### src/rtl/shared_memory_arbiter_if.sv
// ---------------------------------------------------------------------------
// shared_memory_arbiter_if
//   Bundles the requester handshake and the external memory control strobes
//   of the shared memory arbiter.
//
//   NUM_REQ must match the NUM_REQ of the arbiter bound to this interface.
//
//   Signals:
//     req        [NUM_REQ] per-requester access request, level, held until ack
//     write      [NUM_REQ] per-requester direction (1 = write), sampled with grant
//     grant      [NUM_REQ] one-hot owner of the memory port
//     ack        [NUM_REQ] one-clock completion pulse to the granted requester
//     memSelect            memory chip select, active high
//     memRead              read strobe
//     memWrite             write strobe
//     memRefresh           refresh strobe
//     busy                 arbiter is not idle
//
//   Modports:
//     master : requester side (drives req/write, observes the rest)
//     slave  : arbiter side
// ---------------------------------------------------------------------------
interface shared_memory_arbiter_if #(
  parameter int NUM_REQ = 3
);
  logic [NUM_REQ-1:0] req;
  logic [NUM_REQ-1:0] write;
  logic [NUM_REQ-1:0] grant;
  logic [NUM_REQ-1:0] ack;
  logic               memSelect;
  logic               memRead;
  logic               memWrite;
  logic               memRefresh;
  logic               busy;

  modport master (
    output req, write,
    input  grant, ack, memSelect, memRead, memWrite, memRefresh, busy
  );

  modport slave (
    input  req, write,
    output grant, ack, memSelect, memRead, memWrite, memRefresh, busy
  );
endinterface

### src/rtl/shared_memory_arbiter.sv
// ---------------------------------------------------------------------------
// shared_memory_arbiter
//   Sequences the single external memory port and shares it round-robin
//   between NUM_REQ requesters. Refresh cycles are inserted autonomously from
//   a free-running timer and take priority over requests at the next idle
//   point. The module owns only the memory control strobes; address/data
//   steering is done outside using the one-hot grant.
//
//   Ports:
//     clk     system clock, rising edge
//     nReset  asynchronous active-low reset; aborts any access immediately
//     bus     shared_memory_arbiter_if.slave (req/write in, grant/ack/strobes out)
//
//   Sequence:  IDLE -> ACCESS (ACCESS_CYCLES) -> RECOVER -> IDLE
//              IDLE -> REFRESH (REFRESH_CYCLES) -> RECOVER -> IDLE
// ---------------------------------------------------------------------------
module shared_memory_arbiter #(
  parameter int NUM_REQ        = 3,
  parameter int ACCESS_CYCLES  = 4,
  parameter int REFRESH_PERIOD = 64,
  parameter int REFRESH_CYCLES = 6
) (
  input  logic                    clk,
  input  logic                    nReset,
  shared_memory_arbiter_if.slave  bus
);

  // Phase counter is shared by ACCESS and REFRESH, so size it for the longer one.
  localparam int PH_MAX = (ACCESS_CYCLES > REFRESH_CYCLES) ? ACCESS_CYCLES : REFRESH_CYCLES;
  localparam int PH_W   = $clog2(PH_MAX);
  localparam int RC_W   = $clog2(REFRESH_PERIOD);
  localparam int IDX_W  = (NUM_REQ > 1) ? $clog2(NUM_REQ) : 1;

  localparam logic [PH_W-1:0]  ACC_LAST   = PH_W'(ACCESS_CYCLES - 1);
  localparam logic [PH_W-1:0]  REF_LAST   = PH_W'(REFRESH_CYCLES - 1);
  localparam logic [RC_W-1:0]  RC_RELOAD  = RC_W'(REFRESH_PERIOD - 1);
  localparam logic [IDX_W-1:0] LAST_RESET = IDX_W'(NUM_REQ - 1);

  typedef enum logic [1:0] {
    ST_IDLE,
    ST_ACCESS,
    ST_REFRESH,
    ST_RECOVER
  } state_e;

  state_e             state_q,   state_d;
  logic [PH_W-1:0]    phase_q,   phase_d;
  logic [RC_W-1:0]    rcnt_q,    rcnt_d;
  logic               pending_q, pending_d;
  logic [IDX_W-1:0]   last_q,    last_d;
  logic [NUM_REQ-1:0] grant_q,   grant_d;
  logic               wr_q,      wr_d;

  logic               expire;
  logic               enter_refresh;
  logic               win_valid;
  logic [IDX_W-1:0]   win_idx;

  // -------------------------------------------------------------------------
  // Refresh timer: free-running down-counter. A pending refresh saturates;
  // entering REFRESH wins over a coincident expiry, which is then dropped
  // because the refresh it would request is already being served.
  // -------------------------------------------------------------------------
  assign expire = (rcnt_q == '0);

  always_comb begin
    rcnt_d    = expire ? RC_RELOAD : (rcnt_q - 1'b1);
    pending_d = pending_q;
    if (enter_refresh) begin
      pending_d = 1'b0;
    end else if (expire) begin
      pending_d = 1'b1;
    end
  end

  // -------------------------------------------------------------------------
  // Round-robin pick: first asserted req scanning upward from last+1.
  // -------------------------------------------------------------------------
  always_comb begin
    win_valid = 1'b0;
    win_idx   = '0;
    for (int k = 1; k <= NUM_REQ; k++) begin
      int idx;
      idx = (int'(last_q) + k) % NUM_REQ;
      if (!win_valid && bus.req[idx]) begin
        win_valid = 1'b1;
        win_idx   = IDX_W'(idx);
      end
    end
  end

  // -------------------------------------------------------------------------
  // Next-state logic
  // -------------------------------------------------------------------------
  always_comb begin
    // NOTE: every variable gets a default before the case so no path leaves it
    // unassigned; otherwise synthesis infers a latch to hold the old value.
    state_d       = state_q;
    phase_d       = phase_q;
    grant_d       = grant_q;
    wr_d          = wr_q;
    last_d        = last_q;
    enter_refresh = 1'b0;

    unique case (state_q)
      ST_IDLE: begin
        // Decision uses the registered pending flag, so an expiry in this
        // same clock cannot pre-empt an arbitration already under way.
        if (pending_q) begin
          state_d       = ST_REFRESH;
          phase_d       = '0;
          enter_refresh = 1'b1;
        end else if (win_valid) begin
          state_d = ST_ACCESS;
          phase_d = '0;
          grant_d = NUM_REQ'(1) << win_idx;
          wr_d    = bus.write[win_idx];
          last_d  = win_idx;
        end
      end

      ST_ACCESS: begin
        if (phase_q == ACC_LAST) begin
          state_d = ST_RECOVER;
          phase_d = '0;
          grant_d = '0;
        end else begin
          phase_d = phase_q + 1'b1;
        end
      end

      ST_REFRESH: begin
        if (phase_q == REF_LAST) begin
          state_d = ST_RECOVER;
          phase_d = '0;
        end else begin
          phase_d = phase_q + 1'b1;
        end
      end

      ST_RECOVER: begin
        state_d = ST_IDLE;
      end

      default: begin
        state_d = ST_IDLE;
        phase_d = '0;
        grant_d = '0;
      end
    endcase
  end

  // -------------------------------------------------------------------------
  // State registers
  // -------------------------------------------------------------------------
  always_ff @(posedge clk or negedge nReset) begin
    if (!nReset) begin
      state_q   <= ST_IDLE;
      phase_q   <= '0;
      rcnt_q    <= RC_RELOAD;
      pending_q <= 1'b0;
      last_q    <= LAST_RESET;
      grant_q   <= '0;
      wr_q      <= 1'b0;
    end else begin
      // NOTE: non-blocking assignments so every register samples the values
      // from before this edge, independent of statement order.
      state_q   <= state_d;
      phase_q   <= phase_d;
      rcnt_q    <= rcnt_d;
      pending_q <= pending_d;
      last_q    <= last_d;
      grant_q   <= grant_d;
      wr_q      <= wr_d;
    end
  end

  // -------------------------------------------------------------------------
  // Outputs are decoded from registers only, so they carry no path from the
  // request inputs and all fall together when nReset is asserted.
  // -------------------------------------------------------------------------
  logic in_access;
  logic acc_last_phase;

  assign in_access      = (state_q == ST_ACCESS);
  assign acc_last_phase = (phase_q == ACC_LAST);

  assign bus.grant      = grant_q;
  assign bus.ack        = (in_access && acc_last_phase) ? grant_q : '0;
  assign bus.memSelect  = in_access;
  assign bus.memRead    = in_access && !acc_last_phase && !wr_q;
  assign bus.memWrite   = in_access && !acc_last_phase &&  wr_q;
  assign bus.memRefresh = (state_q == ST_REFRESH);
  assign bus.busy       = (state_q != ST_IDLE);

endmodule
### src/flat_wrapper.sv
// flat-port wrapper written by rule: the top's interface ports become plain ports
module shared_memory_arbiter_flat 
#(
  parameter int NUM_REQ        = 3,
  parameter int ACCESS_CYCLES  = 4,
  parameter int REFRESH_PERIOD = 64,
  parameter int REFRESH_CYCLES = 6
)
  (clk, nReset, bus_req, bus_write, bus_grant, bus_ack, bus_memSelect, bus_memRead, bus_memWrite, bus_memRefresh, bus_busy);
  shared_memory_arbiter_if #(.NUM_REQ(NUM_REQ)) bus_i ();
  input  logic clk;
  input  logic nReset;
  input wire logic [$bits(bus_i.req)-1:0] bus_req;
  input wire logic [$bits(bus_i.write)-1:0] bus_write;
  output wire logic [$bits(bus_i.grant)-1:0] bus_grant;
  output wire logic [$bits(bus_i.ack)-1:0] bus_ack;
  output wire logic [$bits(bus_i.memSelect)-1:0] bus_memSelect;
  output wire logic [$bits(bus_i.memRead)-1:0] bus_memRead;
  output wire logic [$bits(bus_i.memWrite)-1:0] bus_memWrite;
  output wire logic [$bits(bus_i.memRefresh)-1:0] bus_memRefresh;
  output wire logic [$bits(bus_i.busy)-1:0] bus_busy;
  assign bus_i.req = bus_req;
  assign bus_i.write = bus_write;
  assign bus_grant = bus_i.grant;
  assign bus_ack = bus_i.ack;
  assign bus_memSelect = bus_i.memSelect;
  assign bus_memRead = bus_i.memRead;
  assign bus_memWrite = bus_i.memWrite;
  assign bus_memRefresh = bus_i.memRefresh;
  assign bus_busy = bus_i.busy;
  shared_memory_arbiter #(.NUM_REQ(NUM_REQ), .ACCESS_CYCLES(ACCESS_CYCLES), .REFRESH_PERIOD(REFRESH_PERIOD), .REFRESH_CYCLES(REFRESH_CYCLES)) u_core (.clk(clk), .nReset(nReset), .bus(bus_i));
endmodule
### config.mk
export PLATFORM = sky130hd
export DESIGN_NAME = shared_memory_arbiter_flat
export DESIGN_NICKNAME = d
export VERILOG_FILES = /design/src/rtl/shared_memory_arbiter_if.sv /design/src/rtl/shared_memory_arbiter.sv /design/src/flat_wrapper.sv
export SDC_FILE = /design/constraint.sdc
export NUM_CORES = 1
export LEC_CHECK = 0
export CAP_MARGIN = 20
export CORE_ASPECT_RATIO = 0.6
export CORE_MARGIN = 2
export CORE_UTILIZATION = 54
export CTS_CLUSTER_SIZE = 30
export DETAILED_ROUTE_END_ITERATION = 10
export GPL_ROUTABILITY_DRIVEN = 1
export MAX_ROUTING_LAYER = met4
export PLACE_DENSITY = 0.9
export SYNTH_ARGS = -nofsm -noshare
export SYNTH_HDL_FRONTEND = slang
export SYNTH_SLANG_ARGS = --single-unit
export TNS_END_PERCENT = 50
### constraint.sdc
create_clock -name clk -period 2.9 [get_ports clk]
set_input_delay 0.58 -clock clk [delete_from_list [all_inputs] [get_ports clk]]
set_output_delay 0.58 -clock clk [all_outputs]
set_load 0.005 [all_outputs]
==> results.txt <==
outcome = complete, no violations
post-detailed-routing wire length = 2680 µm
non-filler cells, final = 203
Synth top area share = 0.195
cell with the most instances after synthesis = inv_1
Seq/Total Area, Yosys = 0.326
Layout area overhead = 18.0%
largest net degree at the start of global routing = 19
share of power burned in the clock network = 0.108
clk sinks = 18
Pre-Repair DR Iteration Count = 4
gpl congestion = 0.982
Post-synth EDFFs = 0
Netlist cell types = 44
total leakage power = 0.727 nW
max frequency = 372 MHz
Int Power = 0.943 mW
Layout Nets = 195
cts bufs inserted = 3
Cell Pwr Density = 995 mW/mm²
relative slew slack = 0.470
clock buffer depth = 2
RSZ-0062 raised after global routing = false
worst path required time = 2.32 ns
H-tree depth = 1
share of flip-flops with an asynchronous set or reset = 1.00
Clk Latency, worst-skew pair = 0.25 ns
vias in the first global route = 1,100
fin crit share = 0.926
Layout Skew = 0.00187 ns
synthesized flop and latch total = 18
Slew Limit Fails = 0
synth top area cells = dfrtp_1 20%, ha_1 13%, dfstp_2 13%
Routed Antenna Nets = 0
CP Max Fanout = 9
combinational power share = 0.668
Die W = 69.9 µm
part of the power in registers = 0.224
die area = 0.00305 mm²
Synth Warn # = 0
area leader, netlist = dfrtp_1
GRT Util Overall = 0.201
PortBufs = 18
Syn Std Cell Area = 0.00141 mm²
gr ovfl total = 0
DP Wirelength = 2200 µm
hold_buf cts = 0
Initial DRC Count = 40
endpoints failing hold = 0
Post-route DRC = 0
Least-Margin Pin Slew = 0.793 ns
TNS Setup = 0 ns
sw frac = 0.430
core area = 0.00249 mm²
Final min period = 2.69 ns
Post-synth top cells = 20 x inv_1, 18 x nand2_1, 15 x ha_1, 11 x dfrtp_1, 9 x o21ai_0
MaxCap Viol Count = 0
post-cts sizing count = 0
IO Pins = 19
initial core utilization = 0.566
critical path class = reg -> out
Syn Nets = 173
die height = 43.6 µm
net switching power = 0.711 mW
Crit path arrival time = 2.11 ns
Synth Instances = 150
critical path capture point type = primary output
clock root buffer master = clkbuf_8
number of diodes = 0
via count = 1,100
syn_area_per_cell = 9.39 µm²
vias per cell = 5.42
worst hold-check path type = reg -> reg
Post-CTS Setup Bufs = 0
initial antenna violation count = 0
row count = 14
final setup violating endpoints = 0
dpl cells = 199
hold_ws = 0.468 ns
layout cells sized above 1 = 0.135
startpoint types = flop
Clock transition at path regs = 0.07 ns
global-route wire length before repair = 4720 µm
CTS tree = built
Post-synth top flop = dfrtp_1
Worst VDD drop = 0.484 mV
Routed wire per std cell = 13.2 µm
-- cell families after synthesis --
family / share of synthesized area
and+or+nand+nor: 0.198
AOI/OAI and AO/OA: 0.170
buffers and inverters: 0.0613
DFF: 0.326
adders and majority gates: 0.133
muxes: 0.0995
xor gates and xnor gates: 0.0124
-- layout by cell type (no fill, tap or decap), types with 2 or more instances in the layout --
cell type        netlist  routed
a211oi_1               2       2
a21oi_1                3       3
and3_1                 4       4
clkbuf_8               0       3
clkdlybuf4s50_1        0      18
dfrtp_1               11      11
dfstp_2                7       7
ha_1                  15      15
inv_1                 20      20
mux2_2                 4       4
mux2i_1                5       5
mux2i_4                2       2
nand2_1               18      18
nand2b_1               3       3
nand3_1                3       3
nand3b_1               2       2
nor2_1                 8       8
nor2b_1                3       3
nor3_1                 3       3
o21ai_0                9       9
o22ai_1                2       2
xnor2_1                2       2
-- per-layer routing --
layer | share of wire | track usage
met5 | 0 | -
met3 | 0.057 | 0.0581
met4 | 0.0067 | 0.0423
met2 | 0.46 | 0.330
met1 | 0.48 | 0.252
-- flip-flops by register name, indices dropped and copies added (netlist names) --
| register | cells |
|---|---|
| u_core.bus.grant | 3 |
| u_core.last_q | 2 |
| u_core.pending_q | 1 |
| u_core.phase_q | 3 |
| u_core.rcnt_q | 6 |
| u_core.state_q | 2 |
| u_core.wr_q | 1 |
-- through the flow --
| stage | cell area (µm²) | total power, mW | util | setup WS, ns |
|---|---|---|---|---|
| floorplan | 1410 | 1.22 | - | 0.781 |
| global placement | 1620 | 1.44 | 0.650 | 0.449 |
| detailed placement | 1620 | 1.47 | 0.650 | 0.366 |
| CTS | 1660 | 1.66 | 0.669 | 0.200 |
| global route | 1660 | 1.82 | 0.669 | 0.00170 |
| finish | 1660 | 1.65 | 0.669 | 0.214 |
-- power groups by stage --
stage                     combinational, mW  sequential [mW]  clock (mW)
after CTS                              1.10            0.371       0.186
after floorplan                       0.857            0.365           0
after global placement                 1.07            0.370           0
final                                  1.10            0.371       0.179
after detailed placement               1.10            0.377           0
after global routing                   1.24            0.381       0.201
-- worst max-delay path, cell delays in order (launching register included) --
cell and delay [ns]:
dfrtp_1 0.42, inv_1 0.11, ha_1 0.30, nor2b_1 0.35, nor2b_1 0.17, clkdlybuf4s50_1 0.50
-- final timing paths --
path,start,end,slack [ns],cells after the start
worst min register to register,u_core.rcnt_q[0],u_core.rcnt_q[0],0.47,1
worst max register to register,u_core.last_q[0],u_core.last_q[0],0.41,6
max in group asynchronous,nReset,u_core.last_q[0],1.62,1
worst min-delay path,u_core.rcnt_q[0],u_core.rcnt_q[0],0.47,1
min in group asynchronous,nReset,u_core.phase_q[1],0.79,1
worst max-delay path,u_core.state_q[1],bus_memRead,0.21,5
-- final cells by class --
class	instances	area, µm²
clock buffer	4	45.0
fill	197	825
inverter	20	75.1
multi-input combinational	111	863
sequential	18	459
tap	32	40.0
timing repair buffer	18	180
(Power assumes the default switching activity.)
